<file path="config.mk">
export PLATFORM = sky130hd
export DESIGN_NAME = ema_sample_feeder
export DESIGN_NICKNAME = d
export VERILOG_FILES = /design/src/rtl/ema_sample_feeder.sv
export SDC_FILE = /design/constraint.sdc
export NUM_CORES = 1
export LEC_CHECK = 0
export ABC_AREA = 1
export CAP_MARGIN = 0
export CORE_ASPECT_RATIO = 0.75
export CORE_MARGIN = 2
export CORE_UTILIZATION = 45
export CTS_BUF_LIST = sky130_fd_sc_hd__clkbuf_4 sky130_fd_sc_hd__clkbuf_8
export DETAILED_ROUTE_END_ITERATION = 10
export PLACE_DENSITY_LB_ADDON = 0.25
export SETUP_SLACK_MARGIN = 0.2
export SLEW_MARGIN = 20
export SYNTH_ARGS = -nofsm -noshare
export SYNTH_HDL_FRONTEND = slang
export SYNTH_SLANG_ARGS = --single-unit
</file>
<file path="constraint.sdc">
create_clock -name clk -period 2.2 [get_ports clk]
set_input_delay 0.33 -clock clk [delete_from_list [all_inputs] [get_ports clk]]
set_output_delay 0.33 -clock clk [all_outputs]
set_load 0.05 [all_outputs]
</file>
<file path="src/rtl/ema_sample_feeder.sv">
// rtl/ema_sample_feeder.sv - sample FIFO and issuer in front of the EMA filter, with a completion watchdog
// Optional macro EMA_FEED_DROPCNT_EN adds drop_cnt_o, a saturating count of samples offered while full.
module ema_sample_feeder #(
    parameter int DEPTH   = 16,
    parameter int AW      = 4,
    parameter int TIMEOUT = 64
) (
    input  logic          clk,
    input  logic          rst,
    input  logic [15:0]   s_data_i,
    input  logic          s_valid_i,
    output logic          s_ready_o,
    output logic [15:0]   x_o,
    output logic          valid_o,
    input  logic          bussy_i,
    input  logic          done_i,
    output logic [AW:0]   level_o,
    output logic          err_o
`ifdef EMA_FEED_DROPCNT_EN
    ,
    output logic [15:0]   drop_cnt_o
`endif
);

    localparam int WW = $clog2(TIMEOUT);
    localparam logic [WW-1:0] WD_LAST = WW'(TIMEOUT - 1);
    localparam logic [AW:0]   FULL    = (AW+1)'(DEPTH);

    localparam logic [0:0] S_IDLE = 1'b0;
    localparam logic [0:0] S_WAIT = 1'b1;

    logic [15:0]   mem [DEPTH];
    logic [AW-1:0] wr_ptr;
    logic [AW-1:0] rd_ptr;
    logic [AW:0]   level_nxt;
    logic [WW-1:0] wdog;
    logic [0:0]    state;
    logic          push;
    logic          pop;

    assign push = s_valid_i && s_ready_o;
    // Pop decision uses the registered level, so a sample pushed this edge cannot bypass the FIFO.
    assign pop  = (state == S_IDLE) && (level_o != '0) && !bussy_i;

    always_comb begin
        level_nxt = level_o;
        if (push && !pop)
            level_nxt = level_o + (AW+1)'(1);
        else if (!push && pop)
            level_nxt = level_o - (AW+1)'(1);
    end

    always_ff @(posedge clk) begin
        if (push)
            mem[wr_ptr] <= s_data_i;
    end

    always_ff @(posedge clk or negedge rst) begin
        if (!rst) begin
            wr_ptr    <= '0;
            rd_ptr    <= '0;
            level_o   <= '0;
            s_ready_o <= 1'b1;
            x_o       <= '0;
            valid_o   <= 1'b0;
            err_o     <= 1'b0;
            wdog      <= '0;
            state     <= S_IDLE;
        end else begin
            if (push)
                wr_ptr <= wr_ptr + AW'(1);
            if (pop)
                rd_ptr <= rd_ptr + AW'(1);
            level_o   <= level_nxt;
            s_ready_o <= (level_nxt != FULL);
            valid_o   <= 1'b0;
            case (state)
                S_IDLE: begin
                    if (pop) begin
                        x_o     <= mem[rd_ptr];
                        valid_o <= 1'b1;
                        wdog    <= '0;
                        state   <= S_WAIT;
                    end
                end
                S_WAIT: begin
                    if (done_i) begin
                        state <= S_IDLE;
                    end else if (wdog == WD_LAST) begin
                        // The outstanding sample is abandoned; the queue keeps flowing.
                        err_o <= 1'b1;
                        state <= S_IDLE;
                    end else begin
                        wdog <= wdog + WW'(1);
                    end
                end
                default: state <= S_IDLE;
            endcase
        end
    end

`ifdef EMA_FEED_DROPCNT_EN
    always_ff @(posedge clk or negedge rst) begin
        if (!rst)
            drop_cnt_o <= '0;
        else if (s_valid_i && !s_ready_o && (drop_cnt_o != 16'hFFFF))
            drop_cnt_o <= drop_cnt_o + 16'd1;
    end
`endif

endmodule
</file>
== After elaboration in Yosys (flattened, before gate mapping) ==
Memories as Yosys holds them, arrays and structs flattened. A register that Yosys moved wholly into a read port is not among the register bits.
Index checks and enable logic that the tools add are counted.

* Add/sub/neg operators: 5
* Reduce and logical (&&, ||, !) cells: 13
* Bitwise gates (word level): 2
* Equality and inequality tests: 5
* Mux-type cells: 13

{| class="wikitable"
|+ Operators by type and width
! operator !! number
|-
| $mux 6 || 3
|-
| $pmux 6 s2 || 1
|-
| $mux 5 || 2
|-
| $add 4x1->4 const B || 2
|-
| $add 6x1->6 const B || 1
|-
| $eq 6x6->1 const B || 1
|-
| $mux 1 || 6
|-
| $ne 2x2->1 const B || 3
|-
| $reduce_and 3->1 || 2
|-
| $add 5x1->5 const B || 1
|-
| $logic_and 1x1->1 || 5
|-
| $ne 5x5->1 const B || 1
|-
| $reduce_bool 5->1 || 1
|-
| $sub 5x1->5 const B || 1
|-
| $logic_not 1->1 || 4
|-
| $not 1->1 || 2
|-
| $pmux 1 s2 || 1
|-
| $reduce_and 2->1 || 1
|}

* Word-level logic and storage cells: 47
* Memory bits (writable): 256
* Memories kept: 1
* Flip-flop bits (word level): 23
* Bits of input ports: 21

{| class="wikitable"
|+ Memories
! name !! words !! bits a word !! rd ports !! clocked after memory_dff !! wr ports !! line !! text
|-
| mem || 16 || 16 || 1 || 1 || 1 || 32 || <nowiki>logic [15:0] mem [DEPTH];</nowiki>
|}

== Logic depth before layout (Yosys ltp) ==
* Word-level depth: 7
* Mapped depth: 11
* Gate-level depth less buffers: 11

== Worst setup path after synthesis ==
No wires, ideal clock.

* Kind: register to register
* Start point: register s_ready_o
* End point: memory mem[11][0], enable pin
* Data arrival time: 2084 ps
* Buffers on the path: 0
* Stages on the path, launching flop included: 3
* Library setup time: 409 ps
* Setup slack: -294 ps
* Required time: 1791 ps
* Cells stage by stage: dfstp_2 nand2_1 nor3_1

* Longest elaborated chain between the ends: 3

{| class="wikitable"
|+ RTL lines
! what !! line !! text
|-
| from (decl) || 12 || <nowiki>output logic s_ready_o,</nowiki>
|-
| from (signal assigned) || 75 || <nowiki>s_ready_o <= (level_nxt != FULL);</nowiki>
|-
| $logic_and 1x1->1 || 41 || <nowiki>assign push = s_valid_i && s_ready_o;</nowiki>
|-
| $mux 1 || 54 || <nowiki>if (push)</nowiki>
|-
| $mux 1 (implied by the code) || 55 || <nowiki>mem[wr_ptr] <= s_data_i;</nowiki>
|-
| to (decl) || 32 ||
|}

Every way passes these cells.

== Worst setup path after layout ==
* Start point: register s_ready_o
* End point: output s_ready_o

No word-level cell between the ends.

==> run summary <==
worst path required time = 1.87 ns
first-pass GRT wire length = 46.00 mm
Placed Cells = 1,364
Std-Cell Rows = 51
fin cells = 1,458
antenna violations before repair = 2
TritonCTS clock tree = yes
Period minus WS final = 1.943 ns
dpl ws = 0.2160 ns
H-tree levels = 2
wire per inst = 21.37 um
PortBufs = 44
final setup margin = 0.2571 ns
DRC viols = 0
Reg power frac = 36.7%
Post-synth top flop = edfxtp_1
CTS Buffer Depth = 3
RSZ-0062 raised after global routing = false
fillcell total = 2,223
Total GRT Usage = 22.15%
diode count = 0
RR Startpoint = rd_ptr[0]$_DFFE_PN0P_
Final Hold Fails = 0
critical path launch point = s_ready_o$_DFF_PN1_
outcome = completed
Setup crit end kind = output port
Syn Area/Cell = 12.30 sq um
CP Cell Sequence = clkdlybuf4s15_1
Cells after Synth = 973
Worst Skew = 0.01366 ns
CP max stage delay = 0.56 ns
worst setup path class = flop to output port
most frequent cells in the layout = 256 x edfxtp_1, 201 x nor2_1, 121 x o21ai_0
Clock transition at path regs = 0.06 ns
Syn Nets = 1,002
number of flops mapped to enable cells by yosys = 256
via count = 7,965
period utilization = 88.31%
switching pwr = 7.725 mW
Crit path max-delay family = flip-flops
drt pass-1 iters = 5
IO Count = 45
antenna viol nets, final = 0
Synth Warn # = 0
maximum fanout along the worst path = 2
max_slew headroom = 40.51%
Total Wirelength = 31.16 mm
ys async rst share = 13.22%
Die X = 192.3 um
internal power = 12.01 mW
final-stage net count = 1,105
count of state elements after synthesis = 295
Hold/Removal Path Class = input port to async pin
mapped cell area = 11,970 sq um
post-detail-place hpwl = 19.06 mm
worst hold slack = 0.4596 ns
Worst VDD drop = 828.9 uV
worst path bufs/invs = 1
share of cells above drive strength 1 = 15.53%
Clock Latency Late Sink = 0.55 ns
Multi-input gate area = 3005 sq um
total of max-cap violations = 0
Register Area = 8672 sq um
Congestion Overflow GR = 0
most common cell after layout, fill and taps aside = edfxtp_1
Power Dens Cells = 1367 nW/um^2
Leakage = 5.186 nW
Clock Power Share = 24.1%
Vert. Die Dim = 145.2 um
Tightest Pin Transition = 0.8924 ns
GPL Wtd Cong = 0.8311
fin util = 55.44%
endpoints failing setup = 0
total CTS buffers = 46
critical path arrival = 1.61 ns
CORE AREA = 26,040 sq um
total clock sinks = 295
initial DRC count = 876
Switching Share = 39.15%
crit start category = flop
Comb pwr share = 39.2%
Starting Density = 45.96%
setup TNS = 0 ns
Die Area = 27,930 sq um
largest net degree at the start of global routing = 47
number of vias per cell = 5.463
max-slew violations = 0
post-synthesis to final-layout area growth = 20.62%
vias in the first global route = 7,816
critical path's slowest cell = dfstp_2
sequential fraction of the synthesis area = 72.41%
FMAX = 514.7 MHz
Distinct cells, synth = 33
CTS root buffer = clkbuf_8
==> per-layer routing <==
layer  routed length (um)  track usage, %  share of wire (%)  vias up
met5                    0               0                  0        -
met1                13610           31.74                 44     3922
met2                14040           33.06                 45      292
met3                 2584           5.660                8.3       50
met4                  929           7.214                3.0        0
li1                     -               -                  -     3701
==> cell usage after synthesis, types with 2 or more instances <==
| cell | n | share of area (%) |
|---|---|---|
| edfxtp_1 | 256 | 64 |
| nor2_1 | 215 | 6.7 |
| o21ai_0 | 121 | 5.1 |
| nand2_1 | 104 | 3.3 |
| o211ai_1 | 63 | 4.0 |
| nand3_1 | 47 | 2.0 |
| dfrtp_1 | 38 | 7.9 |
| buf_2 | 25 | 1.0 |
| inv_1 | 20 | 0.63 |
| clkbuf_1 | 14 | 0.44 |
| o21ai_1 | 12 | 0.50 |
| buf_4 | 8 | 0.50 |
| ha_1 | 8 | 0.84 |
| xor2_1 | 8 | 0.59 |
| buf_6 | 4 | 0.38 |
| clkbuf_2 | 4 | 0.17 |
| nand4_1 | 4 | 0.21 |
| nor3_1 | 4 | 0.17 |
| nand2_2 | 3 | 0.16 |
| a21oi_1 | 2 | 0.084 |
==> flip-flops by register name, summed over array words and instances, names as in the netlist <==
name / flops
level_o: 5
wr_ptr: 4
x_o: 16
s_ready_o: 1
rd_ptr: 4
mem: 256
valid_o: 1
err_o: 1
wdog: 6
state: 1
==> what timing repair did <==
action | in CTS | in global routing
setup buffers | 0 | 4
endpoints found under the hold margin | 38 | 0
hold buffers | 1 | 0
gates resized for setup | 25 | 7
endpoints found under the setup margin | 24 | 4
gates cloned | 0 | 3
pin swaps | 0 | 2
==> path summary, 6_finish.rpt <==
path | end | slack (ns) | depth (start not counted)
setup / recovery | s_ready_o | 0.26 | 1
hold / removal | err_o$_DFFE_PN0P_ | 0.46 | 2
setup reg to reg | x_o[2]$_DFFE_PN0P_ | 0.29 | 9
hold reg to reg | err_o$_DFFE_PN0P_ | 0.47 | 1
max in group asynchronous | rd_ptr[0]$_DFFE_PN0P_ | 1.09 | 2
min in group clk | err_o$_DFFE_PN0P_ | 0.47 | 1
==> metrics by stage <==
step / area [sq um] / total power [mW]
floorplan: 12080 / 12.03
global placement: 13370 / 14.77
detailed placement: 13370 / 14.86
CTS: 14310 / 19.46
global route: 14430 / 20.77
finish: 14430 / 19.73
==> cell families (layout without fill, tap and decap cells) <==
kind of cell	after synthesis	after routing	share of synthesized area, %
compound gates	203	203	9.985
xor+xnor	8	8	0.5856
fa+ha+maj	8	8	0.8365
buf+inv	80	221	3.544
flops	295	295	72.41
simple gates	379	379	12.64
==> power groups by stage <==
stage	clock network, mW	logic (mW)	registers (mW)
2_1_floorplan	0	4.15	7.89
3_3_place_gp	0	7.44	7.33
3_5_place_dp	0	7.51	7.35
4_1_cts	4.83	7.40	7.23
5_1_grt	5.05	8.40	7.32
6_report	4.75	7.74	7.24
==> area by class of cell <==
type	count	area share, %
clock buffers	70	6.025
clock inverters	16	0.6501
inverters	22	0.6068
multi-input cells	598	20.82
flip-flops and latches	295	60.08
well taps	344	2.982
repair buffers	113	8.833
Power figures use the tool's default switching activity.
==> variant, RTL diff (same flow settings) <==
The option `EMA_FEED_DROPCNT_EN` is turned on by a define.
--- a/src/rtl/ema_sample_feeder.sv
+++ b/src/rtl/ema_sample_feeder.sv
@@ -1,5 +1,7 @@
 // rtl/ema_sample_feeder.sv - sample FIFO and issuer in front of the EMA filter, with a completion watchdog
 // Optional macro EMA_FEED_DROPCNT_EN adds drop_cnt_o, a saturating count of samples offered while full.
+`define EMA_FEED_DROPCNT_EN
+
 module ema_sample_feeder #(
     parameter int DEPTH   = 16,
     parameter int AW      = 4,
Function (old outputs only; new: drop_cnt_o): kept (Yosys induction, for registers that start in step).
==> variant against the original RTL <==
Setup slack improved by 0.0066 ns. Wire length fell by 3.4%. Sequential cell count rose by 16. Count of clock-buffer cells in the layout fell by 5. Power fell by 3.1%. Synthesized area rose by 7.5%. First-iteration DRC count fell by 11%. Design area rose by 4.2%.
==> variant: results (changes against the original RTL) <==
LEAKAGE=5.55 nW (+7.1%); post-synthesis xor/xnor area fraction=1.43% (+0.84 points); IO buf count=60 (+36%); syn_nets=1,120 (+12%); Synth cell types=36 (+9.1%); Regs by FF count=mem: 256 flops, drop_cnt_o: 16 flops, x_o: 16 flops; crit path to=level_o[3]; clk_lat worst skew=0.57 ns (+0.02 ns); met1 WL=14,000 µm (+3.1%); r2r endpoint=x_o[12]$_DFFE_PN0P_; M3 GR Usage=4.53% (-1.1 points); GP Congestion=0.863 (+3.9%); worst setup margin=0.264 ns (+0.00665 ns); Commonest cells post-synth=edfxtp_1 (256), nor2_1 (236), nand2_1 (137); largest net degree at the start of global routing=104 (+120%); NonClk Buf Share=7.47% (-1.4 points); Mean Syn Cell Area=11.8 µm² (-4.1%); Nets=1,219 (+10%); outcome=completed; skew final=0.0251 ns (+0.0114 ns); Combinational Power Share=36.4% (-2.8 points); row cnt=53 (+3.9%); DP Area=14,200 µm² (+6.2%); adder-cell share of the synthesized area=0.875% (+0.039 points); share of cells above drive strength 1=12.9% (-2.6 points); sequential fraction of the synthesis area=70.5% (-1.9 points); Worst-Margin Slew=0.693 ns (-0.199 ns); Placement Setup Slack=0.201 ns (-0.0153 ns); bufs w/o clock=109 (-3.5%); FF-to-FF setup slack=0.35 ns (+0.06 ns); non-filler cells in the finished layout=1,604 (+10%); number of multi-input logic gates=681 (+14%); Clock Sinks=311 (+5.4%); fraction of area in multi-input gates=22.2% (+1.4 points); n_diodes=1 (+1); fin area=15,000 µm² (+4.2%); initial antenna violation count=1 (-1); # clk buffers=65 (-7.1%); dpl cells=1,525 (+12%)
variant: cell count changes in the layout (fill, tap and decap cells not counted), moves of 4 or more:
cell and change:
nand2_1 +35, nor2_1 +19, dfrtp_1 +16, dlygate4sd2_1 +15
nor2_2 +14, inv_1 +12, nor2_4 -12, buf_4 -9
xor2_1 +8, buf_12 -7, inv_2 +5, xnor2_1 +5
nand4_1 +4
variant: worst min-delay path by stage:
| stage | start | slack (ns) | endpoint | depth (start not counted) |
|---|---|---|---|---|
| after floorplan | rst | 0.03 | drop_cnt_o[0]$_DFFE_PN0P_ | 0 |
| after global placement | rst | 0.35 | drop_cnt_o[6]$_DFFE_PN0P_ | 2 |
| after detailed placement | rst | 0.36 | drop_cnt_o[5]$_DFFE_PN0P_ | 2 |
| after CTS | rst | 0.29 | rd_ptr[3]$_DFFE_PN0P_ | 3 |
| after global routing | rst | 0.29 | drop_cnt_o[2]$_DFFE_PN0P_ | 3 |
| final | rst | 0.29 | drop_cnt_o[8]$_DFFE_PN0P_ | 3 |
